File: config.mk
export PLATFORM = sky130hd
export DESIGN_NAME = mem_arbiter
export DESIGN_NICKNAME = d
export VERILOG_FILES = /design/src/rtl/mem_arbiter.sv
export SDC_FILE = /design/constraint.sdc
export NUM_CORES = 1
export LEC_CHECK = 0
export CORE_MARGIN = 2
export CORE_UTILIZATION = 30
export CTS_CLUSTER_SIZE = 40
export DETAILED_ROUTE_END_ITERATION = 16
export MAX_ROUTING_LAYER = met4
export PLACE_DENSITY = 0.67
export SYNTH_ARGS = -nofsm -noshare
export SYNTH_HDL_FRONTEND = slang
export SYNTH_SLANG_ARGS = --single-unit
File: constraint.sdc
create_clock -name HCLK -period 1.6 [get_ports HCLK]
set_clock_uncertainty 0.15 [all_clocks]
set_input_delay 0.16 -clock HCLK [delete_from_list [all_inputs] [get_ports HCLK]]
set_output_delay 0.16 -clock HCLK [all_outputs]
set_load 0.1 [all_outputs]
File: src/rtl/mem_arbiter.sv
// rtl/mem_arbiter.sv - NUM_CH-master memory arbiter; MEM_ARB_RR_EN selects round-robin, otherwise fixed priority
module mem_arbiter #(
  parameter int NUM_CH = 2,
  parameter int ADDR_W = 64,
  parameter int DATA_W = 64,
  parameter int ID_W   = 1
) (
  input  logic                     HCLK,
  input  logic                     HRESET,
  input  logic [NUM_CH-1:0]        HTRANS,
  input  logic [NUM_CH*ADDR_W-1:0] HADDR,
  input  logic [NUM_CH-1:0]        HWRITE,
  input  logic [NUM_CH*DATA_W-1:0] HWDATA,
  input  logic                     PREADY,
  output logic                     PVALID,
  output logic [ADDR_W-1:0]        PADDR,
  output logic                     PWRITE,
  output logic [DATA_W-1:0]        PDATA,
  output logic [ID_W-1:0]          GRANT_ID,
  output logic [NUM_CH-1:0]        stall
);

  typedef enum logic {IDLE, ACCESS} state_t;

  state_t              state;
  logic                any_req;
  logic                complete;
  logic [ID_W-1:0]     win_id;
  logic [ADDR_W-1:0]   sel_addr;
  logic [DATA_W-1:0]   sel_data;
  logic                sel_write;

  // Request summary and completion of the access currently on the memory side
  always_comb begin
    any_req  = |HTRANS;
    complete = (state == ACCESS) && PREADY;
  end

`ifdef MEM_ARB_RR_EN
  logic [ID_W-1:0] rr_ptr;
  logic [ID_W-1:0] next_ptr;
  logic [ID_W-1:0] base;
  int              idx;

  // Pointer value after the current grant completes: (GRANT_ID+1) mod NUM_CH
  always_comb begin
    next_ptr = (int'(GRANT_ID) == NUM_CH - 1) ? '0 : GRANT_ID + ID_W'(1);
  end

  // Round-robin pick: back-to-back reloads use the pointer that the completing grant produces
  always_comb begin
    base   = (state == ACCESS) ? next_ptr : rr_ptr;
    win_id = '0;
    idx    = 0;
    for (int k = NUM_CH - 1; k >= 0; k--) begin
      idx = (int'(base) + k) % NUM_CH;
      if (HTRANS[idx]) win_id = ID_W'(idx);
    end
  end
`else
  // Fixed priority pick: lowest requesting index wins
  always_comb begin
    win_id = '0;
    for (int k = NUM_CH - 1; k >= 0; k--) begin
      if (HTRANS[k]) win_id = ID_W'(k);
    end
  end
`endif

  // Steer the winner's address, data and direction toward the output registers
  always_comb begin
    sel_addr  = '0;
    sel_data  = '0;
    sel_write = 1'b0;
    for (int i = 0; i < NUM_CH; i++) begin
      if (win_id == ID_W'(i)) begin
        sel_addr  = HADDR[i*ADDR_W +: ADDR_W];
        sel_data  = HWDATA[i*DATA_W +: DATA_W];
        sel_write = HWRITE[i];
      end
    end
  end

  // Requesters stay stalled until the cycle in which their own access completes
  always_comb begin
    stall = '0;
    for (int i = 0; i < NUM_CH; i++) begin
      stall[i] = HTRANS[i] & HRESET & ~(complete & (GRANT_ID == ID_W'(i)));
    end
  end

  // Arbiter FSM: IDLE loads the first winner; ACCESS holds until PREADY, then reloads or idles
  always_ff @(posedge HCLK or negedge HRESET) begin
    if (!HRESET) begin
      state    <= IDLE;
      PVALID   <= 1'b0;
      PADDR    <= '0;
      PWRITE   <= 1'b0;
      PDATA    <= '0;
      GRANT_ID <= '0;
`ifdef MEM_ARB_RR_EN
      rr_ptr   <= '0;
`endif
    end else begin
      case (state)
        IDLE: begin
          if (any_req) begin
            PADDR    <= sel_addr;
            PWRITE   <= sel_write;
            PDATA    <= sel_data;
            GRANT_ID <= win_id;
            PVALID   <= 1'b1;
            state    <= ACCESS;
          end
        end
        ACCESS: begin
          if (PREADY) begin
`ifdef MEM_ARB_RR_EN
            rr_ptr <= next_ptr;
`endif
            if (any_req) begin
              PADDR    <= sel_addr;
              PWRITE   <= sel_write;
              PDATA    <= sel_data;
              GRANT_ID <= win_id;
              PVALID   <= 1'b1;
            end else begin
              PVALID <= 1'b0;
              state  <= IDLE;
            end
          end
        end
        default: begin
          PVALID <= 1'b0;
          state  <= IDLE;
        end
      endcase
    end
  end

endmodule

==> out/results.txt, run 1 <==
Synth cell types: 14
wire length per cell: 18.1 µm
Slowest cell on crit path: dfrtp_1
CTS Buf Count: 17
Final nets: 1120
Fin. Hold Viols: 0
fin crit period: 1.66 ns
CP max FO: 12
PwrDens: 1250 nW/µm²
Mapped Nets: 693
clk buf depth: 2
ANT cells: 0
Final Power: 17.4 mW
FF-to-FF path depth: 5
Least-Margin Pin Slew: 0.678 ns
die area: 25300 µm²
Synth area leaders: dfrtp_1, mux2_4, mux2_2, buf_6, buf_2
Port Buffers: 395
via count: 5163
count of max-cap constraint violations: 0
failing checks: setup timing
Final Cycle Share: 1.04
total track usage: 0.173
drt total wl: 21.5 mm
Rel. slew slack: 0.548
I/O pin count: 396
layout cells sized above 1: 0.540
vias in the first global route: 5734
Via density: 4.34
TNS Setup: -2.66 ns
Multi-input gate area: 3760 µm²
Worst setup EP type: register
cells along the critical path: nand2b_1 > o21a_4 > buf_12 > buf_12 > mux2_4
area leader, netlist: dfrtp_1
antenna-violating nets left: 0
total core area: 23500 µm²
status: finished, violations left
Synth Instances: 430
ys async rst share: 1.00
DRC errors left: 0
initial antenna violation count: 0
synthesis warning total: 0
P&R area growth vs syn: 93.0%
Starting Density: 0.306
syn_area_per_cell: 16.8 µm²
post-DP HPWL: 16.6 mm
Buf/Inv on CP: 2
register clock-pin slew on the reported worst setup and hold paths: 0.06 ns
Critical Path Source Type: register
# fillers: 1890
most used cell, CP: buf_12
Mapped Area: 7210 µm²
Slew Limit Fails: 0
DIE WIDTH: 159 µm
fmax: 603 MHz
CP peak stage delay: 0.40 ns
Hold Path Class: primary input to asynchronous set/reset pin
CP arrival: 1.79 ns
Final GP Congestion: 0.757
flops & latches, synth: 132
# H-tree levels: 4
row count: 56
critical path class: register to register
Setup Viol. Count Final: 89
Leak: 6.28 nW
Die H: 159 µm
top_reg_cell synth: dfrtp_1
Critical Path Stages: 5
RSZ-0062 raised after global routing: yes
CP top delay family: flip-flops
Register Area: 3300 µm²
sequential fraction of the synthesis area: 0.458
starting DRC count in detailed routing: 125
drt pass-1 iters: 4
Setup WS post-layout: -0.0578 ns
Clk Latency, worst-skew pair: 0.41 ns
hold_ws: 0.106 ns
fin area: 13900 µm²
largest net degree at the start of global routing: 127
DP Area: 13000 µm²
post-synth top area share: 0.458
EDFF count, synth: 0
clock sinks: 132
Crit path required time: 1.74 ns
clock root buffer: clkbuf_16
TritonCTS clock tree: done
grt ovf: 0
maximum vdd drop: 0.000603 V
first-pass GRT wire length: 33.0 mm
final core utilization: 0.591
==> cell usage after synthesis (2+ instances only) <==
cell type and instances:
buf_2 6, buf_6 21, mux2_2 82, a21oi_1 2, mux2_4 176, dfrtp_1 132
nand2_1 3, clkbuf_1 2
==> area by class of cell <==
cell class                 count  area share
multi-input combinational    269       0.271
timing repair buffer         437       0.422
tap                          319      0.0287
clock buffer                  17      0.0306
clock inverter                15      0.0105
sequential                   132       0.238
==> power by group <==
part / switching, mW / internal [mW] / leakage [nW]
Combinational: 5.18 / 3.95 / 4.46
Sequential: 0.631 / 3.89 / 1.54
Clock: 1.59 / 2.18 / 0.281
Total: 7.40 / 10.0 / 6.28
==> worst paths after layout <==
path                       slack, ns  startpoint         to
max in group asynchronous       0.16      HRESET  PADDR[63]
hold / removal                  0.11      HRESET     PVALID
setup / recovery               -0.06       state   PDATA[8]
setup reg to reg               -0.06       state   PDATA[8]
min in group HCLK               0.14   HTRANS[0]  PADDR[13]
hold reg to reg                 0.39      PVALID     PVALID
==> per-layer routing <==
| layer | global-route usage | wire length, µm | vias to the layer above |
|---|---|---|---|
| li1 | - | - | 2413 |
| met4 | 0.0409 | 301 | 0 |
| met1 | 0.189 | 8380 | 2537 |
| met3 | 0.0544 | 1350 | 15 |
| met5 | - | 0 | - |
| met2 | 0.307 | 11500 | 198 |
==> layout by cell type, fill, tap and decap left out <==
cell             synthesis  layout
buf_4                    0      16
clkbuf_16                0      20
nand2b_1                 1       1
buf_8                    0       6
bufinv_16                0       1
a21o_1                   1       1
dfrtp_2                  0       1
nor2_1                   1       1
clkinvlp_4               0       1
a21oi_1                  2       2
buf_6                   21       6
buf_12                   0     142
nand2_1                  3       2
o21a_4                   0       1
buf_16                   0       2
dlygate4sd3_1            0       2
nand2_4                  0       1
o211a_4                  0       1
inv_6                    0       5
clkinv_2                 0       2
a31oi_4                  0       1
clkinv_4                 0       5
inv_8                    0       1
mux2_2                  82      56
clkdlybuf4s50_1          0     260
mux2_4                 176     202
dfrtp_1                132     131
==> state kept, by name, indices dropped and copies added (netlist names) <==
signal / cells
PADDR: 64
state: 1
PWRITE: 1
PDATA: 64
GRANT_ID: 1
PVALID: 1
==> metrics by stage <==
stage / std cells / setup WS, ns
3_3_place_gp: 1147 / -0.297
5_1_grt: 1189 / -0.0946
4_1_cts: 1182 / -0.0819
2_1_floorplan: 430 / -0.0297
6_report: 1189 / -0.0578
3_5_place_dp: 1147 / -0.324
==> logic make-up after synthesis <==
kind of cell | share of synthesized area
simple gates | 0.00295
buf+inv | 0.0380
mux | 0.495
flops | 0.458
compound gates | 0.00590
==> what timing repair did <==
item                                   in CTS  in global routing
buffers inserted                            1                  4
setup endpoints to repair                   3                104
endpoints found under the hold margin     134                  0
pin swaps                                   1                  0
hold buffers                                2                  0
cloned                                      0                  3
gates resized for setup                     3                 43
Note: power is estimated with default switching activity, not from simulation.
==> inputs of run 2 (changes only) <==
Clock period 1.6 ns to 1.4 ns, I/O delays scaled along.
==> out/results.txt, run 2 (synthesized netlist as in run 1, its figures left out) <==
status: finished, violations left
failing checks: setup timing
critical path class: register to primary output
Via density: 4.34
CP peak stage delay: 0.37 ns
Hold Path Class: primary input to register
TritonCTS clock tree: done
Least-Margin Pin Slew: 0.428 ns
DIE WIDTH: 159 µm
Setup Viol. Count Final: 132
Fin. Hold Viols: 0
wire length per cell: 18.0 µm
post-DP HPWL: 17.0 mm
row count: 56
grt ovf: 0
Final GP Congestion: 0.762
first-pass GRT wire length: 34.1 mm
clk buf depth: 2
Clk Latency, worst-skew pair: 0.41 ns
Slowest cell on crit path: dfrtp_1
Slew Limit Fails: 0
Port Buffers: 395
Crit path required time: 1.11 ns
# fillers: 1894
fin area: 14200 µm²
fin crit period: 1.65 ns
cells along the critical path: buf_6 > nand2_4 > o211a_4 > buf_12
count of max-cap constraint violations: 0
maximum vdd drop: 0.000637 V
largest registers: PADDR: 64 flops, PDATA: 64 flops
CP arrival: 1.36 ns
layout cells sized above 1: 0.549
antenna-violating nets left: 0
ANT cells: 0
clock root buffer: clkbuf_16
hold_ws: 0.00706 ns
via count: 5256
Starting Density: 0.306
Final nets: 1142
most frequent cells in the layout: clkdlybuf4s50_1, mux2_4, buf_12, dfrtp_1, mux2_2
Critical Path Source Type: register
clock sinks: 132
drt total wl: 21.8 mm
fmax: 607 MHz
DRC errors left: 0
met1 Usage GRT: 0.199
Worst setup EP type: primary output
leading cell type in the layout, fill and taps excluded: clkdlybuf4s50_1
vias in the first global route: 5912
total track usage: 0.179
CTS Buf Count: 17
initial antenna violation count: 0
register clock-pin slew on the reported worst setup and hold paths: 0.06 ns
Final Power: 20.5 mW
Rel. slew slack: 0.714
DP Area: 13300 µm²
Final Cycle Share: 1.18
met3 usage: 0.0521
starting DRC count in detailed routing: 112
GR met2 Demand/Resource: 0.315
Leak: 6.43 nW
PwrDens: 1440 nW/µm²
final core utilization: 0.604
# H-tree levels: 4
global routing's busiest layer: met2
pre-CTS setup slack: -0.540 ns
I/O pin count: 396
Setup WS post-layout: -0.247 ns
die area: 25300 µm²
total core area: 23500 µm²
RSZ-0062 raised after global routing: yes
P&R area growth vs syn: 97.3%
drt pass-1 iters: 4
largest net degree at the start of global routing: 78
Die H: 159 µm
CP max FO: 2
run 2: cell types whose count changed in the layout (fill, tap and decap cells not counted), sizes merged:
cell	change
bufinv	+3
clkbuf	+4
buf	+24
inv	-4
clkinv	-4
dlygate4sd3	-1
run 2: layer usage:
| metal | part of all wire | routed length (µm) |
|---|---|---|
| met1 | 0.39 | 8540 |
| met2 | 0.53 | 11600 |
| met3 | 0.064 | 1390 |
| met4 | 0.014 | 297 |
| met5 | 0 | 0 |
run 2: report_power, final:
group | switching (mW) | internal, mW | leakage (nW) | total (mW)
Clock | 1.74 | 3.10 | 0.306 | 4.84
Sequential | 0.726 | 4.45 | 1.54 | 5.18
Combinational | 5.93 | 4.58 | 4.59 | 10.5
run 2: area by class of cell:
| class | count | area, µm² | area share |
|---|---|---|---|
| timing repair buffer | 459 | 6120 | 0.430 |
| multi-input combinational | 269 | 3760 | 0.264 |
| sequential | 132 | 3310 | 0.233 |
| clock buffer | 22 | 464 | 0.0326 |
| tap | 319 | 399 | 0.0281 |
| clock inverter | 10 | 171 | 0.0121 |
run 2: timing repair:
action                                  in CTS  in global routing
endpoints found under the hold margin      132                  0
pin swaps                                    1                  0
hold buffers                                 1                  0
endpoints found under the setup margin     132                133
gates resized for setup                     39                  1
gates cloned                                 1                  2
buffers inserted                             8                  1
run 2: critical path, delay by kind of cell, from the launching register on:
family	cells	cell delay (ns)
flip-flops	1	0.37
AO/OA/AOI/OAI	1	0.23
buffers and inverters	2	0.29
AND/OR/NAND/NOR	1	0.05
run 2: path summary, 6_finish.rpt:
check,from,endpoint,slack (ns),cells after the start
setup / recovery,state,stall[0],-0.25,4
hold reg to reg,PVALID,PVALID,0.41,1
hold / removal,HTRANS[0],GRANT_ID,0.007,3
max in group asynchronous,HRESET,PDATA[6],0.47,3
setup reg to reg,state,PADDR[55],-0.23,5
min in group asynchronous,HRESET,PDATA[33],0.23,3
run 2: metrics by stage:
step	setup TNS, ns	cells
final	-26.26	1211
after global routing	-35.76	1211
after CTS	-28.54	1209
after detailed placement	-64.24	1167
after global placement	-60.97	1167
after floorplan	-22.57	430
==> inputs of run 3 (changes only) <==
Settings changed: DONT_BUFFER_PORTS from default to 1, PLACE_DENSITY 0.67 to 0.45.
==> out/results.txt, run 3 <==
post-DP HPWL: 13.2 mm
flops & latches, synth: 132
row count: 56
area leader, netlist: dfrtp_1
status: aborted with a tool error
clock sinks: 132
sequential fraction of the synthesis area: 0.458
most numerous cell in the Yosys netlist: mux2_4
top_reg_cell synth: dfrtp_1
Mapped Nets: 693
Synth Instances: 430
DP Area: 10200 µm²
synthesis warning total: 0
post-synth top area share: 0.458
Inst Count DP: 869
CTS resizes: 47
Run Error: [ERROR RSZ-0060] Max buffer count reached.
EDFF count, synth: 0
Final GP Congestion: 0.741
CTS Buf Count: 17
Starting Density: 0.306
Stop stage: clock tree synthesis (4_1_cts)
Commonest cells post-synth: mux2_4, dfrtp_1, mux2_2, buf_6, buf_2
I/O pin count: 396
# H-tree levels: 4
Synth cell types: 14
ys async rst share: 1.00
syn_area_per_cell: 16.8 µm²
DIE WIDTH: 159 µm
clock root buffer: clkbuf_16
Synth area leaders: dfrtp_1, mux2_4, mux2_2, buf_6, buf_2
Port Buffers: 0
Die H: 159 µm
Mapped Area: 7210 µm²
total setup buffers inserted after CTS: 8
clk buf depth: 2
Hold Buf Count CTS: 183
==> run 3: cell counts after synthesis <==
No cell type changed its count.
==> run 3: cells by family after synthesis <==
logic type | share of synthesized area
mux | 0.495
buf+inv | 0.0380
flops | 0.458
simple gates | 0.00295
compound gates | 0.00590
==> run 3: metrics by stage <==
step	utilization	hold slack (ns)	worst slack (ns)
floorplan	-	-0.306	-0.186
global placement	0.433	-0.302	-0.192
detailed placement	0.433	-0.303	-0.228
==> inputs of run 4 (changes only) <==
Settings changed: CORE_UTILIZATION 30 to 20, CTS_CLUSTER_SIZE 40 to default, MAX_ROUTING_LAYER met4 to default, PLACE_DENSITY 0.45 to default, PLACE_DENSITY_LB_ADDON from default to 0.15.
Clock period 1.4 ns to 1.82 ns, I/O delays scaled along.
==> out/results.txt, run 4 <==
synthesis warning total: 0
clock sinks: 132
sequential fraction of the synthesis area: 0.458
Starting Density: 0.203
clk buf depth: 2
Final GP Congestion: 0.727
syn_area_per_cell: 16.8 µm²
Mapped Nets: 693
Commonest cells post-synth: mux2_4, dfrtp_1, mux2_2, buf_6, buf_2
CTS resizes: 0
flops & latches, synth: 132
Run Error: [ERROR RSZ-0060] Max buffer count reached.
area leader, netlist: dfrtp_1
post-DP HPWL: 14.1 mm
DIE WIDTH: 194 µm
Die H: 194 µm
Synth cell types: 14
Stop stage: clock tree synthesis (4_1_cts)
ys async rst share: 1.00
total setup buffers inserted after CTS: 0
Mapped Area: 7210 µm²
Hold Buf Count CTS: 209
# H-tree levels: 4
EDFF count, synth: 0
I/O pin count: 396
clock root buffer: clkbuf_16
post-synth top area share: 0.458
Synth area leaders: dfrtp_1, mux2_4, mux2_2, buf_6, buf_2
CTS Buf Count: 17
row count: 69
status: aborted with a tool error
Synth Instances: 430
Port Buffers: 0
top_reg_cell synth: dfrtp_1
most numerous cell in the Yosys netlist: mux2_4
==> run 4: cell counts after synthesis <==
No cell type changed its count.
==> run 4: through the flow <==
| stage | hold slack (ns) | worst slack (ns) | std cells | utilization | area (µm²) |
|---|---|---|---|---|---|
| after global placement | -0.259 | 0.165 | 1008 | 0.245 | 8730 |
| after detailed placement | -0.259 | 0.135 | 1008 | 0.245 | 8730 |
| after floorplan | -0.264 | 0.163 | 430 | - | 7220 |
==> run 4: logic make-up after synthesis <==
group	share of synthesized area
compound gates	0.00590
simple gates	0.00295
buf+inv	0.0380
flops	0.458
mux	0.495
